## src/rtl/cpu_pkg.sv

```systemverilog
// Shared types and widths for the vector CPU pipeline control.
package cpu_pkg;

    typedef enum logic [1:0] {
        RUN     = 2'd0,
        VEC     = 2'd1,
        LDSTALL = 2'd2
    } issue_state_t;

    localparam int COL_W       = 2;
    localparam int STALL_CNT_W = 16;

endpackage

```

## src/rtl/vec_issue_hazard_detect.sv

```systemverilog
// Load-use compare between the ID source registers and a loading EX instruction.
// Purely combinational; x0 never counts as a dependency.
module hazard_detect #(
    parameter int REG_AW = 4
) (
    input  logic              id_valid,
    input  logic [REG_AW-1:0] id_rs1,
    input  logic [REG_AW-1:0] id_rs2,
    input  logic [REG_AW-1:0] ex_rd,
    input  logic              ex_regWrite,
    input  logic              ex_resultSrc,
    output logic              load_use
);

    logic rd_nonzero;
    logic rd_match;

    assign rd_nonzero = |ex_rd;
    assign rd_match   = (ex_rd == id_rs1) || (ex_rd == id_rs2);
    assign load_use   = id_valid && ex_resultSrc && ex_regWrite && rd_nonzero && rd_match;

endmodule

```

## src/rtl/vec_issue_ctrl.sv

```systemverilog
// Decode/execute issue control: column sequencing, load-use bubbles, branch flush, memory freeze.
// Controls are combinational in the same cycle; only the column index and stall count are registered.
module vec_issue_ctrl
    import cpu_pkg::*;
#(
    parameter int NUM_COLS = 4,
    parameter int REG_AW   = 4
) (
    input  logic                   clk,
    input  logic                   reset_n,
    input  logic                   id_valid,
    input  logic                   id_is_vector,
    input  logic [REG_AW-1:0]      id_rs1,
    input  logic [REG_AW-1:0]      id_rs2,
    input  logic [REG_AW-1:0]      ex_rd,
    input  logic                   ex_regWrite,
    input  logic                   ex_resultSrc,
    input  logic                   ex_branch_taken,
    input  logic                   mem_busy,
    output logic                   stop_if,
    output logic                   stop_id,
    output logic                   flush_id,
    output logic                   bubble_ex,
    output logic [COL_W-1:0]       column,
    output logic                   col_last,
    output logic [STALL_CNT_W-1:0] stall_cnt
);

    localparam logic [COL_W-1:0]       LAST_COL = COL_W'(NUM_COLS - 1);
    localparam logic [STALL_CNT_W-1:0] CNT_MAX  = '1;

    issue_state_t     state_q, state_d;
    logic [COL_W-1:0] column_q, column_d;
    logic             load_use;

    hazard_detect #(
        .REG_AW(REG_AW)
    ) u_hazard (
        .id_valid    (id_valid),
        .id_rs1      (id_rs1),
        .id_rs2      (id_rs2),
        .ex_rd       (ex_rd),
        .ex_regWrite (ex_regWrite),
        .ex_resultSrc(ex_resultSrc),
        .load_use    (load_use)
    );

    always_ff @(posedge clk or negedge reset_n) begin
        if (!reset_n) begin
            state_q  <= RUN;
            column_q <= '0;
        end else begin
            state_q  <= state_d;
            column_q <= column_d;
        end
    end

    always_comb begin
        state_d   = state_q;
        column_d  = column_q;
        stop_if   = 1'b0;
        stop_id   = 1'b0;
        flush_id  = 1'b0;
        bubble_ex = 1'b0;
        col_last  = 1'b0;

        if (state_q == VEC && column_q == LAST_COL) begin
            col_last = 1'b1;
        end

        if (ex_branch_taken) begin
            flush_id  = 1'b1;
            bubble_ex = 1'b1;
            state_d   = RUN;
            column_d  = '0;
        end else if (mem_busy) begin
            stop_if = 1'b1;
            stop_id = 1'b1;
        end else begin
            unique case (state_q)
                RUN: begin
                    column_d = '0;
                    if (load_use) begin
                        // ID/EX keeps loading so the bubble lands behind the load
                        stop_if   = 1'b1;
                        bubble_ex = 1'b1;
                        state_d   = LDSTALL;
                    end else if (id_valid && id_is_vector) begin
                        stop_if  = 1'b1;
                        state_d  = VEC;
                        column_d = COL_W'(1);
                    end
                end
                LDSTALL: begin
                    state_d = RUN;
                end
                VEC: begin
                    if (column_q == LAST_COL) begin
                        state_d  = RUN;
                        column_d = '0;
                    end else begin
                        stop_if  = 1'b1;
                        column_d = column_q + COL_W'(1);
                    end
                end
                default: begin
                    state_d  = RUN;
                    column_d = '0;
                end
            endcase
        end

        // Reset must silence controls even while the inputs are active
        if (!reset_n) begin
            stop_if   = 1'b0;
            stop_id   = 1'b0;
            flush_id  = 1'b0;
            bubble_ex = 1'b0;
            col_last  = 1'b0;
        end
    end

    assign column = column_q;

    always_ff @(posedge clk or negedge reset_n) begin
        if (!reset_n) begin
            stall_cnt <= '0;
        end else if (stop_if && stall_cnt != CNT_MAX) begin
            stall_cnt <= stall_cnt + STALL_CNT_W'(1);
        end
    end

endmodule

```

## config.mk

```make
export PLATFORM = sky130hd
export DESIGN_NAME = vec_issue_ctrl
export DESIGN_NICKNAME = d
export VERILOG_FILES = /design/src/rtl/cpu_pkg.sv /design/src/rtl/vec_issue_hazard_detect.sv /design/src/rtl/vec_issue_ctrl.sv
export SDC_FILE = /design/constraint.sdc
export NUM_CORES = 1
export LEC_CHECK = 0
export CORE_ASPECT_RATIO = 1.4
export CORE_MARGIN = 4
export CORE_UTILIZATION = 39
export DETAILED_ROUTE_END_ITERATION = 12
export GPL_TIMING_DRIVEN = 0
export PLACE_DENSITY_LB_ADDON = 0.3
export SYNTH_ARGS = -nofsm -noshare
export SYNTH_HDL_FRONTEND = slang
export SYNTH_HIERARCHICAL = 1
export SYNTH_SLANG_ARGS = --single-unit
export TNS_END_PERCENT = 10
```

## constraint.sdc

```tcl
create_clock -name clk -period 3.44 [get_ports clk]
set_input_delay 1.032 -clock clk [delete_from_list [all_inputs] [get_ports clk]]
set_output_delay 1.032 -clock clk [all_outputs]
set_load 0.02 [all_outputs]
```

* Word-level counts from Yosys, hierarchy flattened *
Index checks and enable logic that the tools add are counted.

operators by class
  add/sub/neg operators = 2
  equal/unequal tests = 10
  multiplexer cells = 31
  reduce and logical (&&, ||, !) cells = 12

operators with widths
  kind                                                                   number
  1-bit two-way mux                                                      20
  16-bit by 1-bit adder with 16-bit output, second input constant        1
  2-bit two-way mux                                                      8
  16-bit != test, second input constant                                  1
  4-bit equality test                                                    2
  1-bit logical AND                                                      7
  2-bit case mux with 3 select lines                                     1
  2-bit equality test, second input constant                             2
  2-bit != test, second input constant                                   2
  4-bit != test, second input constant                                   1
  2-bit case mux with 2 select lines                                     1
  4-bit OR reduction                                                     1
  3-bit by 2-bit != test with 1-bit output, second input constant        1
  3-bit AND reduction                                                    1
  2-bit by 1-bit adder with 2-bit output, second input constant          1
  2-bit by 1-bit equality test with 1-bit output, second input constant  1
  2-bit logical NOT                                                      1
  1-bit case mux with 2 select lines                                     1
  2-bit AND reduction                                                    1
  1-bit logical OR                                                       1

storage, ports and cells
  flip-flop bits (word level) = 20
  logic and storage cells = 58
  output and inout port bits = 23
  input port bits = 20

* Logic depth before layout (Yosys ltp) *
  word-level depth = 10
  mapped depth = 9
  mapped depth without buffers = 8

* Modules after synthesis *
Netlist, hierarchy kept.

by module, submodules not included
  module          cells each  seq. area each (µm²)  area each (µm²)  times used
  vec_issue_ctrl  99          500.5                 1,051.0          1
  hazard_detect   13          0.0                   101.3            1

* Least setup slack after synthesis *
OpenSTA, ideal clock, no wires.

  path kind = input to output
  start point = input port ex_rd[0]
  end point = output port stop_if
  path slack = 24 ps
  required time = 2,408 ps
  cell stages on the path = 7
  arrival time = 2,384 ps
  path buffers = 0
  cells stage by stage = or4_1 nand4_1 a21oi_1 a211o_1 a21oi_2 or3b_4 inv_1

on the way
  word-level cells in the longest chain between the ends = 8
  elaborated cells on any way between the ends = 11
  those cells by class = eq/ne (2); mux (5); reduce/logical (4)

RTL lines
  element                                                    line                                                          source
  start, declared                                            vec_issue_ctrl.sv:15                                          input logic [REG_AW-1:0] ex_rd,
  4-bit equality test or 4-bit OR reduction (tied branches)  vec_issue_hazard_detect.sv:19, vec_issue_hazard_detect.sv:18
  1-bit logical OR or 1-bit logical AND (tied branches)      vec_issue_hazard_detect.sv:19, vec_issue_hazard_detect.sv:20
  1-bit logical AND *                                        vec_issue_hazard_detect.sv:20                                 assign load_use = id_valid && ex_resultSrc && ex_regWrite && rd_nonzero && rd_match;
  named net load_use                                         vec_issue_ctrl.sv:34                                          logic load_use;
  1-bit two-way mux *                                        vec_issue_ctrl.sv:83                                          if (load_use) begin
  1-bit case mux with 2 select lines *                       vec_issue_ctrl.sv:80                                          unique case (state_q)
  1-bit two-way mux *                                        vec_issue_ctrl.sv:76                                          end else if (mem_busy) begin
  1-bit two-way mux *                                        vec_issue_ctrl.sv:71                                          if (ex_branch_taken) begin
  1-bit two-way mux *                                        vec_issue_ctrl.sv:114                                         if (!reset_n) begin
  end, declared                                              vec_issue_ctrl.sv:20                                          output logic stop_if,

The timed path passes the listed nets; every way through them passes the cells marked *.

* Worst setup path after layout *
  start point = input port ex_rd[1]
  end point = output port stop_if

Same word-level chain as after synthesis.

==> results.yml <==
timing:
  finalCriticalPeriod_ns: 3.55
  slew_headroom_pct: 67.7
  finalHoldViolations: 0
  drv_slew: 0
  worst_slack_ns: -0.112
  rsz0062_at_grt: "yes"
  final.period_utilization_pct: 103
  clock_skew_ns: 0.000704
  fmax_mhz: 282
  finalSetupViolations: 2
  worst_slew_pin_slew_ns: 0.484
  totalNegativeSetupSlack_ns: -0.138
yosys:
  synth_top_family_by_area: "simple AND/OR/NAND/NOR gates"
  ys.warnings.count: 6
  syn_nets: 134
  syn_inst: 112
  synth_cell_types: 33
  muxShareOfSynthArea_pct: 2.93
  synth_compound_gate_area_share_pct: 7.17
  mappedNetlistArea_um2: 1150
  synth-seq-cells: 20
  synth-xor-area-share_pct: 16.0
  synthAdderAreaFrac_pct: 2.17
  ys_seq_area_share_pct: 43.4
  avgSynthCellArea_um2: 10.3
  synth-simple-area-share_pct: 26.7
hold_path:
  hold_path.class: "register to register"
  hold_path_depth: 1
placement:
  dp_hpwl_um: 2230
  io_buffers: 41
  place_area_um2: 1610
  gp_congestion: 0.734
  dp.cells: 190
  dp_slack_ns: -1.04
global_route:
  antenna_found_initial: 0
  gr-usage-all-layers_pct: 16.2
  grt_max_degree: 27
  grt_pass1_wl_um: 4760
  grt_pass1_vias: 1106
  grt-ovfl-total: 0
setup_path:
  slowest_stage: "or4_4"
  cp_num_buf_inv: 3
  worstSetupPathType: "primary input to output pin"
  crit_path_end_kind: "output pin"
  worst-path-max-fanout: 3
  cp.required_ns: 2.41
  critPathTopFamily: "simple AND/OR/NAND/NOR gates"
  cp_slowest_stage_delay_ns: 0.52
  crit_arrival_ns: 2.52
  reg2regPathDepth: 7
  crit_top_cell: "a21oi_2"
  start_kind: "primary input"
  worst-path-stages: 9
  cp_cell_sequence: "buf_8 -> or4_4 -> nand4_1 -> a21oi_2 -> a211o_1 -> a21oi_2 -> or3b_4 -> inv_2 -> buf_6"
layout:
  antenna_cells: 0
  stdcell_area_um2: 1680
  final_layout_size_suffix_gt1_share_pct: 15.0
  syn2layout_area_growth_pct: 45.5
  finalNetCount: 183
  fin_util_pct: 58.8
  final_cell_mix: "clkdlybuf4s50_1, dfrtp_1, xnor2_1"
  stdcell_count: 197
  layout_commonest_cell: "clkdlybuf4s50_1"
run_status:
  violations: "negative setup slack"
  status: "finished with violations"
power:
  powerDensity_nw_per_um2: 417
  ir_drop_mv: 0.303
  leakagePower_nw: 0.718
floorplanning:
  chipHeight_um: 72.3
  fp-row-count: 23
  core_area_um2: 2850
  ios: 43
  die_w_um: 53.9
  die-area_um2: 3900
  initial_core_util_pct: 40.4
clocking:
  h-tree-depth: 1
  cts_made_buffers: 3
  clockBufferDepth: 2
  root_buffer: "clkbuf_8"
  cts_sinks: 20
  hold_buffers: 0
  tritoncts: "yes"
  clkTransAtPathRegs_ns: 0.07
  clkLatencyLatePin_ns: 0.26
route:
  drt_iter0_markers: 22
  drc: 0
  vias_per_cell: 5.28
  num_vias: 1040
  final_antenna_net_count: 0
  wl_um: 2880
  dr.pass1.iters: 4
  routedWlPerCell_um: 14.6
job:
  cap_viol_max_count: 0
[cell usage after synthesis]
master | count | area share [%]
xor2_1 | 2 | 1.5
a21o_1 | 1 | 0.65
nor3_1 | 2 | 0.87
and3b_1 | 1 | 0.76
nand2b_1 | 1 | 0.54
nor4b_2 | 1 | 1.3
buf_4 | 1 | 0.65
a32oi_1 | 1 | 0.76
or4_1 | 2 | 1.3
nor2_1 | 6 | 2.0
and3_1 | 5 | 2.7
dfrtp_1 | 20 | 43
ha_1 | 2 | 2.2
a22oi_1 | 1 | 0.65
clkbuf_1 | 1 | 0.33
nor4_1 | 1 | 0.54
and2_1 | 3 | 1.6
o32ai_1 | 1 | 0.76
nand3_1 | 5 | 2.2
nand4_1 | 11 | 6.0
nand2_1 | 8 | 2.6
o21a_1 | 1 | 0.65
mux2_1 | 1 | 0.98
nor4b_4 | 1 | 2.1
or2b_1 | 1 | 0.65
a21oi_1 | 5 | 2.2
nor3b_1 | 1 | 0.65
or3b_4 | 1 | 0.98
mux2_2 | 2 | 2.0
inv_1 | 2 | 0.65
xnor2_1 | 19 | 14
a211o_1 | 1 | 0.76
a21oi_2 | 1 | 0.76
[final timing paths]
check | from | to | slack [ns]
max | ex_rd[1] | stop_if | -0.11
min | stall_cnt[10] | stall_cnt[10] | 0.52
max reg2reg | column[0] | stall_cnt[14] | 1.22
min reg2reg | stall_cnt[10] | stall_cnt[10] | 0.52
max in group asynchronous | reset_n | stall_cnt[7] | 2.51
min in group asynchronous | reset_n | stall_cnt[5] | 0.68
[timing repair]
action | CTS | global route
buffers inserted | 3 | 0
resized for setup | 55 | 3
pin swaps | 15 | 5
endpoints found under the setup margin | 5 | 4
[cell type report]
class / instances / area (um2)
Fill cell: 263 / 1170
Multi-Input combinational cell: 88 / 641
Sequential cell: 20 / 500
Timing Repair Buffer: 44 / 415
Clock buffer: 4 / 55.1
Tap cell: 37 / 46.3
Buffer: 2 / 11.3
Inverter: 2 / 7.51
[flip-flops by register name, summed over array words and instances (netlist names)]
register,flops
stall_cnt,16
column,2
state_q,2
[power by group]
group / leakage, nW / switching (mW) / internal [mW]
Sequential: 0.270 / 0.0414 / 0.265
Clock: 0.0288 / 0.0777 / 0.102
Combinational: 0.420 / 0.101 / 0.111
Total: 0.718 / 0.220 / 0.479
[metrics by stage]
step / hold WS (ns) / power, mW
after CTS: 0.528 / 0.704
after floorplan: 0.566 / 0.414
after global placement: 0.501 / 0.524
after detailed placement: 0.513 / 0.526
after global routing: 0.559 / 0.740
final: 0.522 / 0.699
[cells by family after synthesis]
family / count (synthesis)
AOI/OAI and AO/OA: 12
xor gates and xnor gates: 21
adders and majority gates: 2
buffers and inverters: 4
DFF: 20
muxes: 3
and+or+nand+nor: 50
[layer usage]
| layer | share of wire, % | global-route usage (%) | vias to the layer above |
|---|---|---|---|
| met1 | 37 | 18.0 | 492 |
| met3 | 8.9 | 3.29 | 5 |
| met4 | 1.2 | 5.40 | 0 |
| li1 | - | - | 503 |
| met2 | 53 | 29.5 | 40 |
| met5 | 0 | 0 | - |
(Power assumes the default switching activity.)
